**config.mk**
```make
export PLATFORM = sky130hd
export DESIGN_NAME = uart_frame_loader
export DESIGN_NICKNAME = d
export VERILOG_FILES = /design/src/rtl/uart_frame_loader.sv
export SDC_FILE = /design/constraint.sdc
export NUM_CORES = 1
export LEC_CHECK = 0
export CORE_ASPECT_RATIO = 0.8
export CORE_MARGIN = 5
export CORE_UTILIZATION = 59
export CTS_BUF_LIST = sky130_fd_sc_hd__clkbuf_4 sky130_fd_sc_hd__clkbuf_8
export CTS_CLUSTER_SIZE = 8
export DETAILED_ROUTE_END_ITERATION = 12
export HOLD_SLACK_MARGIN = 0.02
export PLACE_DENSITY = 0.88
export SLEW_MARGIN = 5
export SYNTH_ARGS = -nofsm -noshare
export SYNTH_HDL_FRONTEND = slang
export SYNTH_SLANG_ARGS = --single-unit
```
**constraint.sdc**
```tcl
create_clock -name clk -period 5 [get_ports clk]
set_input_delay 1 -clock clk [delete_from_list [all_inputs] [get_ports clk]]
set_output_delay 1 -clock clk [all_outputs]
set_load 0.05 [all_outputs]
```
**src/rtl/uart_frame_loader.sv**
```systemverilog
// Hunts for SYNC_BYTE, writes DEPTH payload bytes to RAM port A, then holds the frame until frame_ack.
// Define CHECKSUM_EN to expect a trailing XOR checksum byte, checked in an extra CHECK state.
module uart_frame_loader #(
    parameter int         ADDR_WIDTH = 3,
    parameter int         DEPTH      = 8,
    parameter logic [7:0] SYNC_BYTE  = 8'hA5,
    parameter int         TIMEOUT    = 100000
) (
    input  logic                  clk,
    input  logic                  rst_n,
    input  logic [7:0]            rx_data,
    input  logic                  rx_valid,
    input  logic                  frame_ack,
    output logic                  ram_en,
    output logic                  ram_we,
    output logic [ADDR_WIDTH-1:0] ram_addr,
    output logic [7:0]            ram_din,
    output logic                  frame_ready,
    output logic                  overrun,
    output logic                  timeout,
    output logic                  chk_err
);
    localparam int CNT_W = ADDR_WIDTH + 1;
    localparam int TMR_W = $clog2(TIMEOUT);
    localparam logic [CNT_W-1:0] CNT_LAST = CNT_W'(DEPTH - 1);
    localparam logic [CNT_W-1:0] CNT_ONE  = CNT_W'(1);
    localparam logic [TMR_W-1:0] TMR_LAST = TMR_W'(TIMEOUT - 1);
    localparam logic [TMR_W-1:0] TMR_ONE  = TMR_W'(1);

`ifdef CHECKSUM_EN
    typedef enum logic [1:0] {HUNT, LOAD, CHECK, FULL} state_t;
`else
    typedef enum logic [1:0] {HUNT, LOAD, FULL} state_t;
`endif

    state_t                state_q, state_d;
    logic [CNT_W-1:0]      count_q, count_d;
    logic [TMR_W-1:0]      timer_q, timer_d;
    logic                  ram_en_q, ram_en_d;
    logic                  ram_we_q, ram_we_d;
    logic [ADDR_WIDTH-1:0] ram_addr_q, ram_addr_d;
    logic [7:0]            ram_din_q, ram_din_d;
    logic                  frame_ready_q, frame_ready_d;
    logic                  overrun_q, overrun_d;
    logic                  timeout_q, timeout_d;
`ifdef CHECKSUM_EN
    logic [7:0]            xor_q, xor_d;
    logic                  chk_err_q, chk_err_d;
`endif

    always_comb begin
        state_d       = state_q;
        count_d       = count_q;
        timer_d       = timer_q;
        ram_en_d      = 1'b0;
        ram_we_d      = 1'b0;
        ram_addr_d    = ram_addr_q;
        ram_din_d     = ram_din_q;
        frame_ready_d = frame_ready_q;
        overrun_d     = overrun_q;
        timeout_d     = 1'b0;
`ifdef CHECKSUM_EN
        xor_d         = xor_q;
        chk_err_d     = chk_err_q;
`endif
        case (state_q)
            HUNT: begin
                if (rx_valid && rx_data == SYNC_BYTE) begin
                    state_d = LOAD;
                    count_d = '0;
                    timer_d = '0;
`ifdef CHECKSUM_EN
                    xor_d   = '0;
`endif
                end
            end
            LOAD: begin
                // A received byte always beats the timer, even on its final idle cycle.
                if (rx_valid) begin
                    ram_en_d   = 1'b1;
                    ram_we_d   = 1'b1;
                    ram_addr_d = count_q[ADDR_WIDTH-1:0];
                    ram_din_d  = rx_data;
                    count_d    = count_q + CNT_ONE;
                    timer_d    = '0;
`ifdef CHECKSUM_EN
                    xor_d      = xor_q ^ rx_data;
                    if (count_q == CNT_LAST) state_d = CHECK;
`else
                    if (count_q == CNT_LAST) state_d = FULL;
`endif
                end else if (timer_q == TMR_LAST) begin
                    state_d   = HUNT;
                    timer_d   = '0;
                    timeout_d = 1'b1;
                end else begin
                    timer_d = timer_q + TMR_ONE;
                end
            end
`ifdef CHECKSUM_EN
            CHECK: begin
                if (rx_valid) begin
                    state_d       = FULL;
                    timer_d       = '0;
                    frame_ready_d = 1'b1;
                    chk_err_d     = (rx_data != xor_q);
                end else if (timer_q == TMR_LAST) begin
                    state_d   = HUNT;
                    timer_d   = '0;
                    timeout_d = 1'b1;
                end else begin
                    timer_d = timer_q + TMR_ONE;
                end
            end
`endif
            FULL: begin
                if (frame_ack) begin
                    state_d       = HUNT;
                    frame_ready_d = 1'b0;
                    overrun_d     = 1'b0;
`ifdef CHECKSUM_EN
                    chk_err_d     = 1'b0;
`endif
                end else begin
                    frame_ready_d = 1'b1;
                    if (rx_valid) overrun_d = 1'b1;
                end
            end
            default: state_d = HUNT;
        endcase
    end

    always_ff @(posedge clk or negedge rst_n) begin
        if (!rst_n) begin
            state_q       <= HUNT;
            count_q       <= '0;
            timer_q       <= '0;
            ram_en_q      <= 1'b0;
            ram_we_q      <= 1'b0;
            ram_addr_q    <= '0;
            ram_din_q     <= '0;
            frame_ready_q <= 1'b0;
            overrun_q     <= 1'b0;
            timeout_q     <= 1'b0;
`ifdef CHECKSUM_EN
            xor_q         <= '0;
            chk_err_q     <= 1'b0;
`endif
        end else begin
            state_q       <= state_d;
            count_q       <= count_d;
            timer_q       <= timer_d;
            ram_en_q      <= ram_en_d;
            ram_we_q      <= ram_we_d;
            ram_addr_q    <= ram_addr_d;
            ram_din_q     <= ram_din_d;
            frame_ready_q <= frame_ready_d;
            overrun_q     <= overrun_d;
            timeout_q     <= timeout_d;
`ifdef CHECKSUM_EN
            xor_q         <= xor_d;
            chk_err_q     <= chk_err_d;
`endif
        end
    end

    assign ram_en      = ram_en_q;
    assign ram_we      = ram_we_q;
    assign ram_addr    = ram_addr_q;
    assign ram_din     = ram_din_q;
    assign frame_ready = frame_ready_q;
    assign overrun     = overrun_q;
    assign timeout     = timeout_q;
`ifdef CHECKSUM_EN
    assign chk_err     = chk_err_q;
`else
    assign chk_err     = 1'b0;
`endif

endmodule

```
==> impl_metrics.csv <==
group,metric,value,unit
outcome,status,"finished, final reports clean",
detailed_routing,firstDrtPassIters,4,
die,fp.coreArea,3040,um2
logic_synthesis,synthDistinctLibCells,43,
detailed_routing,wl_per_cell,15.0,um
global_routing,grt_pass1_wl,6.76,mm
global_routing,grt_usage,0.206,
sta,slew_violations,0,
die,start_util,0.606,
cells_and_area,area_delta_synth_final,21.1,%
clock_network,clockBufferDepth,2,
clock_network,h-tree-depth,2,
hold_path,hold_path_class,"reg -> reg",
logic_synthesis,syn_nets,216,
clock_network,cts_buffers,5,
sta,worstMarginPinSlew,838,ps
clock_network,clk_latency,290,ps
global_routing,grt_pass1_vias,1458,
cells_and_area,layout.nets,243,
detailed_routing,vias,1564,
detailed_routing,drtIter0Drc,126,
critical_path,arrival,2910,ps
die,rows,18,
detailed_routing,wl,4.04,mm
logic_synthesis,yosysTopAreaCell,"dfrtp_1",
logic_synthesis,synth_xor_area_frac,0.00950,
logic_synthesis,ys_seq_area_frac,0.516,
detailed_routing,vias_per_cell,5.81,
critical_path,start_kind,"input pin",
power,cellLeakagePower,1.02,nW
clock_network,cts.clk_slew.worst_paths,70,ps
sta,final-hold-violation-count,0,
logic_synthesis,synth_edf_count,0,
sta,setup_violations,0,
detailed_routing,drc,0,
logic_synthesis,synth_cells,202,
global_routing,overflow,0,
clock_network,cts_tree,"yes",
logic_synthesis,synth_top_family_by_area,"simple AND/OR/NAND/NOR gates",
critical_path,cp_max_fo,16,
sta,rsz0062_at_grt,"no",
logic_synthesis,synth.most_common_cell,"nand2_1",
sta,setup_tns,0,ps
logic_synthesis,ys_dominant_reg_cell,"dfrtp_1",
sta,layout_min_cycle_time,2740,ps
logic_synthesis,synthMuxAreaShare,0.00543,
cells_and_area,fill_cells,232,
die,dieArea,4350,um2
logic_synthesis,yosysTopAreaCellShare,0.516,
sta,fmax,0.365,GHz
place,hpwl,2.79,mm
clock_network,post_cts_resized,0,
logic_synthesis,synth_area_leaders,"dfrtp_1 52%, nand2_1 11%, nand3_1 3.3%, o21ai_0 3.3%, a21oi_1 2.7%",
place,placed_cells,262,
sta,finClkSkew,7.69,ps
logic_synthesis,yosysWarnings,0,
sta,relSlewSlack,0.441,
logic_synthesis,synth_seq_cells,38,
sta,fin_hold_ws,479,ps
critical_path,worstPathRequired,5180,ps
place,place.port_buffers,27,
critical_path,crit_path_end_kind,"flop",
global_routing,antenna_found_initial,0,
die,die_y,60.0,um
logic_synthesis,avgSynthCellArea,9.12,um2
logic_synthesis,synthAdderAreaFrac,0.0136,
cells_and_area,final_cells,269,
power,pwr_density_cell,443,nW/um2
logic_synthesis,syn_area,1840,um2
logic_synthesis,synth_commonest_cells,"54 x nand2_1, 38 x dfrtp_1, 12 x nand3_1, 12 x o21ai_0, 11 x nor2_1",
place,place_congestion,0.836,
logic_synthesis,synth_compound_area_frac,0.135,
cells_and_area,diodes,0,
die,pin_count,29,
detailed_routing,antenna_left,0,
clock_network,cts_sinks,38,
logic_synthesis,synth-simple-area-share,0.279,
power,vdd_ir_drop_max,0.000317,V
cells_and_area,drive_gt1_frac,0.0611,
critical_path,critical_path_class,"in -> reg",
clock_network,postCtsHoldBufs,0,
sta,finalCritPeriodShare,0.547,
clock_network,postCtsSetupBuffers,0,
logic_synthesis,async_flop_share,1.00,
clock_network,cts_root_buffer,"clkbuf_8",
global_routing,grt_max_degree,39,
die,dieWidth,72.5,um
run,drv_cap,0,
state kept, by name, summed over array words and instances (netlist names):
register,count
overrun,1
timeout,1
frame_ready,1
timer_q,17
state_q,2
ram_addr,3
count_q,4
ram_we,1
ram_din,8
power breakdown:
group	switching, mW	internal [mW]
clock	0.102	0.160
combinational	0.212	0.104
sequential	0.0436	0.366
worst max-delay path: stages:
cell and delay (ps):
clkdlybuf4s50_1 490, nor2b_1 190, nand2_1 350, inv_1 500, nand4_1 170, xnor2_1 150
nor2_1 50
layer usage:
metal  track usage  vias up  part of all wire
li1              -      764                 -
met1         0.286      743              0.46
met2         0.314       51              0.46
met3        0.0487        6             0.061
met4        0.0895        0             0.015
met5             0        -                 0
path summary, 6_finish.rpt:
kind                                  from     endpoint  slack [ps]  cells past startpoint
worst max-delay path              rx_valid   count_q[3]        2260                      7
worst min-delay path            ram_din[7]   ram_din[7]         480                      2
worst max register to register  timer_q[8]  timer_q[16]        2600                      5
worst min register to register  ram_din[7]   ram_din[7]         480                      2
max in group asynchronous            rst_n   ram_din[5]        3700                      1
min in group asynchronous            rst_n  timer_q[11]         790                      1
placed cells by master, fill, tap and decap left out, drive strengths merged, types with 2 or more instances in the layout:
cell type,n
and3,5
o311ai,3
clkbuf,6
clkdlybuf4s50,26
a211oi,2
a31oi,3
or4b,3
a21oi,11
dfrtp,38
nor4,2
nor2,11
nor3,2
o21ai,12
ha,2
nor4bb,2
nand3,12
inv,7
and2,2
buf,2
nand2,54
a22o,2
nand4,5
layout make-up:
type,instances,area [um2],share of cell area
flip-flops and latches,38,951,0.426
multi-input cells,149,820,0.367
repair buffers,28,273,0.122
clock buffers,6,82.6,0.0370
well taps,40,50.0,0.0224
clock inverters,1,30.0,0.0135
inverters,7,26.3,0.0118
stage by stage:
step | util | power [mW] | cell area, um2 | setup WS (ps)
after floorplan | - | 0.616 | 1840 | 2880
after global placement | 0.697 | 0.720 | 2120 | 2050
after detailed placement | 0.697 | 0.732 | 2120 | 1960
after CTS | 0.734 | 0.992 | 2230 | 2270
after global routing | 0.734 | 1.04 | 2230 | 2040
final | 0.734 | 0.988 | 2230 | 2260
kinds of logic after synthesis:
group / Yosys count
AO/OA/AOI/OAI: 39
XOR/XNOR: 2
adder cells (fa/ha/maj): 2
buffers and inverters: 15
flip-flops: 38
multiplexers: 1
other: 1
AND/OR/NAND/NOR: 104
(Power assumes the default switching activity.)
